==> config.mk <==
export PLATFORM = sky130hd
export DESIGN_NAME = ball_horizontal_gen
export DESIGN_NICKNAME = d
export VERILOG_FILES = /design/src/rtl/ball_horizontal_gen.sv
export SDC_FILE = /design/constraint.sdc
export NUM_CORES = 1
export LEC_CHECK = 0
export ABC_AREA = 1
export CORE_MARGIN = 5
export CORE_UTILIZATION = 30
export CTS_BUF_LIST = sky130_fd_sc_hd__clkbuf_2
export DETAILED_ROUTE_END_ITERATION = 8
export SETUP_SLACK_MARGIN = 0.4
export SYNTH_ARGS = -nofsm -noshare
export SYNTH_HDL_FRONTEND = slang
export SYNTH_SLANG_ARGS = --single-unit
==> constraint.sdc <==
create_clock -name clk7_159 -period 3.41 [get_ports clk7_159]
set_input_delay 0.341 -clock clk7_159 [delete_from_list [all_inputs] [get_ports clk7_159]]
set_output_delay 0.341 -clock clk7_159 [all_outputs]
set_load 0.01 [all_outputs]
==> src/rtl/ball_horizontal_gen.sv <==
// Horizontal ball engine for the Pong core: per-frame X motion with hit-scaled
// speed, direction latch, edge bounce/miss handling and registered ball video.
module ball_horizontal_gen #(
  parameter int HW             = 9,
  parameter int BALL_W         = 4,
  parameter int LEFT_LIMIT     = 80,
  parameter int RIGHT_LIMIT    = 440,
  parameter int SERVE_X        = 256,
  parameter int NUM_LEVELS     = 3,
  parameter int HITS_PER_LEVEL = 4,
  parameter int SPEED_BASE     = 1,
  parameter int SPEED_INC      = 1
) (
  input  logic          clk7_159,
  input  logic          _reset,
  input  logic [HW-1:0] hcount,
  input  logic          vreset,
  input  logic          rst_speed,
  input  logic          hit_sound,
  input  logic          _hit1,
  input  logic          _hit2,
  input  logic          sc,
  input  logic          attract,
  input  logic          serve,
  input  logic          _hblank,
  output logic          l,
  output logic          r,
  output logic          _hvid,
  output logic          miss_l,
  output logic          miss_r,
  output logic [HW-1:0] ball_x,
  output logic [2:0]    speed_level
);

  localparam logic [HW:0]   LL   = (HW+1)'(LEFT_LIMIT);
  localparam logic [HW:0]   RL   = (HW+1)'(RIGHT_LIMIT);
  localparam logic [HW:0]   BW   = (HW+1)'(BALL_W);
  localparam logic [HW-1:0] SX   = HW'(SERVE_X);
  localparam logic [5:0]    HPL  = 6'(HITS_PER_LEVEL);
  localparam logic [5:0]    MAXL = 6'(NUM_LEVELS - 1);

  logic [HW-1:0] x_q, x_d;
  logic          dir_l_q, dir_l_d;
  logic [5:0]    hits_q, hits_d;
  logic          hvid_q, hvid_d;
  logic          miss_l_q, miss_l_d, miss_r_q, miss_r_d;
  logic [5:0]    lvl_raw;
  logic [HW:0]   step, x_ext, hc_ext;

  assign lvl_raw     = hits_q / HPL;
  assign speed_level = (lvl_raw > MAXL) ? MAXL[2:0] : lvl_raw[2:0];
  assign step        = (HW+1)'(SPEED_BASE + SPEED_INC * int'(speed_level));
  assign x_ext       = {1'b0, x_q};
  assign hc_ext      = {1'b0, hcount};

  always_comb begin
    dir_l_d  = dir_l_q;
    x_d      = x_q;
    miss_l_d = 1'b0;
    miss_r_d = 1'b0;
    hits_d   = hits_q;

    if (!_hit1 && _hit2)      dir_l_d = 1'b0;
    else if (_hit1 && !_hit2) dir_l_d = 1'b1;

    // The move below sees the direction already updated by this clock's hit;
    // an edge event then overrides that direction.
    if (vreset) begin
      if (serve || attract) begin
        if (!dir_l_d) begin
          if (x_ext + step > RL) begin
            dir_l_d = 1'b1;
            if (attract) x_d = RL[HW-1:0];
            else begin
              x_d      = SX;
              miss_r_d = 1'b1;
            end
          end else begin
            x_d = x_q + step[HW-1:0];
          end
        end else begin
          if (x_ext < LL + step) begin
            dir_l_d = 1'b0;
            if (attract) x_d = LL[HW-1:0];
            else begin
              x_d      = SX;
              miss_l_d = 1'b1;
            end
          end else begin
            x_d = x_q - step[HW-1:0];
          end
        end
      end else begin
        x_d = SX;
      end
    end

    if (rst_speed || sc)                  hits_d = 6'd0;
    else if (hit_sound && hits_q != 6'd63) hits_d = hits_q + 6'd1;

    hvid_d = !(_hblank && (serve || attract) &&
               hc_ext >= x_ext && hc_ext < x_ext + BW);
  end

  always_ff @(posedge clk7_159 or negedge _reset) begin
    if (!_reset) begin
      x_q      <= SX;
      dir_l_q  <= 1'b0;
      hits_q   <= 6'd0;
      hvid_q   <= 1'b1;
      miss_l_q <= 1'b0;
      miss_r_q <= 1'b0;
    end else begin
      x_q      <= x_d;
      dir_l_q  <= dir_l_d;
      hits_q   <= hits_d;
      hvid_q   <= hvid_d;
      miss_l_q <= miss_l_d;
      miss_r_q <= miss_r_d;
    end
  end

  assign ball_x = x_q;
  assign l      = dir_l_q;
  assign r      = ~dir_l_q;
  assign _hvid  = hvid_q;
  assign miss_l = miss_l_q;
  assign miss_r = miss_r_q;

endmodule

Yosys cells after proc, flatten, opt, wreduce, memory -nomap -nowiden
Index checks and enable logic that the tools add are counted.
- output and inout port bits: 17
- input port bits: 20
- word-level logic and storage cells: 57
- bits in registers: 19
- magnitude comparators: 5
- bitwise operators: 1
- muxes and demuxes: 25
- reductions and logical operators: 12
- equal/unequal tests: 1
- $add $sub $neg: 7
- operators by type and width (operator ; count):
    9-bit 2-to-1 mux ; 5
    1-bit 2-to-1 mux ; 16
    6-bit 2-to-1 mux ; 2
    9-bit by 3-bit adder with 10-bit output (second input constant) ; 1
    9-bit by 4-bit adder with 10-bit output ; 1
    10-bit by 9-bit > comparator with 1-bit output (second input constant) ; 1
    9-bit by 10-bit less-than comparator with 1-bit output ; 1
    9-bit by 4-bit adder with 9-bit output ; 1
    9-bit >= comparator ; 1
    9-bit by 8-bit less-than comparator with 1-bit output ; 1
    9-bit by 4-bit subtractor with 9-bit output ; 1
    7-bit by 4-bit adder with 8-bit output (first input constant) ; 1
    8-bit 2-to-1 mux ; 1
    6-bit by 1-bit adder with 6-bit output (second input constant) ; 1
    1-bit logical AND ; 6
    6-bit != test (second input constant) ; 1
    1-bit by 3-bit adder with 4-bit output (first input constant) ; 1
    4-bit by 2-bit > comparator with 1-bit output (second input constant) ; 1
    1-bit zero test ; 3
    3-bit 2-to-1 mux ; 1
    1-bit logical OR ; 2
    2-bit nonzero test ; 1
    1-bit inverter ; 1

Longest topological paths before layout
- depth after elaboration: 9
- gate-level depth with buffers: 22

Worst setup path before layout
No wires, ideal clock.
- path type: reg-to-reg
- start: reg hits_q[4]
- end: reg x_q[3] (netlist: ball_x[3])
- arrival: 2409 ps
- period minus slack after synthesis: 2526 ps
- data required time: 3293 ps
- stages on the path, launching flop included: 20
- setup slack: 884 ps
- path through: dfrtp_1 > nor2_1 > nand2_1 > ha_1 > inv_1 > fa_1 > inv_1 > nand3_1 > nand2_2 > nand3_1 > nand2_1 > nand2_1 > nor2_2 > nand2_2 > nand2_4 > nand2_4 > nand2_1 > nand2_1 > nand2_1 > nand2_1
- word-level cells in the longest chain between the ends: 8
- elaborated cells between the ends (all ways): 13
- classes of those cells: add/sub (5); order compare (3); mux (5)
- RTL lines (element ; RTL line ; RTL):
    start, declared ; 44 ; logic [5:0] hits_q, hits_d;
    start signal, assigned ; 116 ; hits_q <= hits_d;
    4-bit by 2-bit > comparator with 1-bit output (*) ; 51 ; assign speed_level = (lvl_raw > MAXL) ? MAXL[2:0] : lvl_raw[2:0];
    3-bit 2-to-1 mux (*) ; 51 ;
    via speed_level[1] ; 32 ; output logic [2:0] speed_level
    1-bit by 3-bit adder with 4-bit output (*) ; 52 ; assign step = (HW+1)'(SPEED_BASE + SPEED_INC * int'(speed_level));
    9-bit by 4-bit adder with 10-bit output or 7-bit by 4-bit adder with 8-bit output (tied branches) ; 71, 82 ;
    10-bit by 9-bit > comparator with 1-bit output or 9-bit by 8-bit less-than comparator with 1-bit output (tied branches) ; 71, 82 ;
    9-bit 2-to-1 mux, on equally long branches ; 71, 82 ;
    9-bit 2-to-1 mux (*) ; 70 ; if (!dir_l_d) begin
    9-bit 2-to-1 mux (*) ; 69 ; if (serve || attract) begin
    end signal, assigned ; 107 ; x_q <= SX;
    end signal, assigned ; 114 ; x_q <= x_d;
    end, declared ; 42 ; logic [HW-1:0] x_q, x_d;
The timed path passes the listed nets; every way through them passes the cells marked *.
A chain may end at the register's enable or synchronous reset.

Worst setup path in the final report
- start: reg hits_q[4]
- end: reg x_q[1] (netlist: ball_x[1])
- word-level cells in the longest chain between the ends: 8
- elaborated cells between the ends (all ways): 13
- classes of those cells: add/sub (5); order compare (3); mux (5)
- RTL lines (element ; RTL line):
    4-bit by 2-bit > comparator with 1-bit output ; 51
    3-bit 2-to-1 mux (*) ; 51
    1-bit by 3-bit adder with 4-bit output (*) ; 52
    9-bit by 4-bit adder with 10-bit output or 7-bit by 4-bit adder with 8-bit output (tied branches) ; 71, 82
    10-bit by 9-bit > comparator with 1-bit output or 9-bit by 8-bit less-than comparator with 1-bit output (tied branches) ; 71, 82
    9-bit 2-to-1 mux, on equally long branches ; 71, 82
    9-bit 2-to-1 mux (*) ; 70
    9-bit 2-to-1 mux (*) ; 69
Mark *: on every way between the ends. The rest lies on a longest branch, timed or not.

==> impl_metrics.tcl <==
set metrics [dict create \
    start_util_pct 30.92 \
    syn_area_sq_um 2101 \
    grt_overflow 0 \
    fin_nets 395 \
    synth.distinct_cells 36 \
    power_leakage_nw 1.284 \
    rsz0062_at_grt "false" \
    routed_wl_mm 5.442 \
    fin_skew_ns 0.01011 \
    p_int_uw 818.5 \
    critPathMaxFanout 5 \
    drtIter0Drc 84 \
    track_usage_pct 13.56 \
    r2r-start "hits_q[4]$_DFFE_PN0P_" \
    netlist_top_cells_area "dfrtp_1 (20%), ha_1 (16%), nand2_1 (15%)" \
    area_growth_pct 23.70 \
    grt_pass1_vias 2179 \
    die_area_sq_um 8776 \
    p_clk_share_pct 6.0 \
    yosys.area.top_type "dfrtp_1" \
    dp.cells 436 \
    start_kind "flop" \
    worst_pin_slew_ns 0.8481 \
    path_clk_slew_ns 0.18 \
    stdcell_area_sq_um 2599 \
    setup.worst_path.class "flop to flop" \
    critPathBufInv 2 \
    cts.sinks 19 \
    status "complete, no violations" \
    viasPerCell 4.741 \
    critical-path-slowest-cell "dfrtp_1" \
    power_mw 1.688 \
    final.setup.worst_slack_ns 0.7296 \
    p_per_area_nw_per_um2 649.6 \
    fin_setup_tns_ns 0 \
    crit_arrival_ns 2.92 \
    whs_ns 0.4787 \
    insertedDiodeCount 0 \
    layout_commonest_cell "nand2_1" \
    drive_gt1_share_pct 8.986 \
    cp.required_ns 3.65 \
    maxCapViolCount 0 \
    synth_cells 309 \
    insertion_delay_ns 0.32 \
    max_freq_mhz 373.1 \
    worstPathCellList "nor2_2 -> nand3_2 -> inv_2 -> ha_4 -> ha_1 -> nor2_1 -> o21ai_1 -> nand2_1 -> a21oi_1 -> o21bai_1 -> o21ai_1 -> inv_1 -> nand4_1 -> nand2_1" \
    root_buffer "clkbuf_2" \
    critPathLaunch "hits_q[4]$_DFFE_PN0P_" \
    hp-class "input port to async pin" \
    num_rows 30 \
    cts_buffer_depth 2 \
    post-place-ws_ns 0.6599 \
    cts_hold_buffers 0 \
    antenna_found_initial 0 \
    comb_power_share_pct 70.4 \
    dr.pass1.iters 4 \
    finalSetupViolations 0 \
    ir_drop_v 0.0001821 \
    relSlewSlack_pct 43.28 \
    dieWidth_um 93.68 \
    hpwl_mm 4.518 \
    switching_power_uw 869.6 \
    postSynthAreaPerCell_sq_um 6.799 \
    period_share_pct 78.61 \
    synth_seq_cells 19 \
    fin_crit_ns 2.680 \
    dr_total_vias 2091 \
    ios 37 \
    drc 0 \
    critPathTopFamily "compound AO/OA/AOI/OAI gates" \
    final_cell_mix "nand2_1 (82), inv_1 (36), clkdlybuf4s50_1 (35)" \
    power_switching_share_pct 51.51 \
    placed_area_sq_um 2546 \
    synth_top_area_share_pct 20.25 \
    core_area_sq_um 6794 \
    endpoint_kind "flop" \
    fin_cells 441 \
    cts_tree "done" \
    wl_per_cell_um 12.34 \
    hold_viol 0 \
    htreeDepth 1 \
    grt_pass1_wl_mm 9.804 \
    grt_start_max_net_pins 20 \
    ant_nets 0 \
    cts_buffers 3 \
    final-max-slew-violation-count 0 \
    place.gp.congestion 0.9182 \
    die_h_um 93.68 \
    yosysWarningCount 0 \
    seqPwrFrac_pct 23.5 \
    final_util_pct 38.25 \
    ys_seq_area_share_pct 22.75 \
    port-buffer-count 35 \
    critPathMaxStageDelay_ns 0.46 \
]
-- flip-flops by register name (all words and copies together), names as in the netlist --
signal / count
_hvid: 1
miss_r: 1
ball_x: 9
miss_l: 1
hits_q: 6
l: 1
-- final cells by class --
cell class / count / area (sq um)
timing repair buffer: 37 / 365.4
fill: 734 / 4195
multi-input combinational: 243 / 1458
inverter: 42 / 157.7
clock buffer: 4 / 20.02
sequential: 19 / 478.0
tap: 96 / 120.1
-- metal layers --
layer  track usage [%]  vias up  part of all wire (%)
met5                 0        -                     0
met4             3.008        0                   1.1
met3             3.526        6                   6.0
met2             23.54       42                    47
met1             16.77      966                    46
li1                  -     1077                     -
-- path summary, 6_finish.rpt --
check | to | slack [ns] | cells after the start
worst max register to register | ball_x[1]$_DFFE_PN0P_ | 0.73 | 14
worst max-delay path | ball_x[1]$_DFFE_PN0P_ | 0.73 | 14
worst min register to register | ball_x[8]$_DFFE_PN1P_ | 0.56 | 2
min in group clk7_159 | ball_x[8]$_DFFE_PN1P_ | 0.56 | 2
worst min-delay path | ball_x[2]$_DFFE_PN0P_ | 0.48 | 1
max in group asynchronous | ball_x[3]$_DFFE_PN0P_ | 2.41 | 1
-- cell usage after synthesis --
library cell,number
ha_1,27
nor2_1,27
a31oi_1,1
fa_1,2
nand4_1,10
nor2_2,1
conb_1,2
o31ai_1,1
inv_2,5
a211oi_1,1
xor2_2,1
buf_2,2
a21oi_1,16
o211ai_1,1
nand2_1,83
xnor2_1,2
nor3b_1,1
buf_4,3
o21ai_0,8
nand2_2,6
nor4_1,2
or2_2,1
o2111ai_1,1
o21bai_1,1
clkbuf_1,1
a21oi_4,1
nor3_1,3
nand3_1,27
o21ai_1,3
dfrtp_1,17
inv_1,37
nand2_4,2
dfstp_2,2
xor2_1,9
o221ai_1,1
o21a_1,1
-- power groups by stage --
stage | logic (mW) | clock network, mW | registers (mW)
floorplan | 0.825 | 0 | 0.385
global placement | 1.18 | 0 | 0.403
detailed placement | 1.18 | 0 | 0.404
CTS | 1.19 | 0.104 | 0.399
global route | 1.36 | 0.119 | 0.413
finish | 1.19 | 0.102 | 0.397
-- logic make-up after synthesis --
group                    Yosys count  share of synthesized area [%]
other                              2                         0.3575
AND/OR/NAND/NOR                  163                          34.19
AO/OA/AOI/OAI                     36                          10.13
flip-flops                        19                          22.75
adder cells (fa/ha/maj)           29                          17.99
XOR/XNOR                          12                          5.361
buffers and inverters             48                          9.231
-- what timing repair did --
item / CTS / global route
setup buffers: 0 / 1
resized for setup: 0 / 6
setup endpoints to repair: 0 / 10
(Power assumes the default switching activity.)
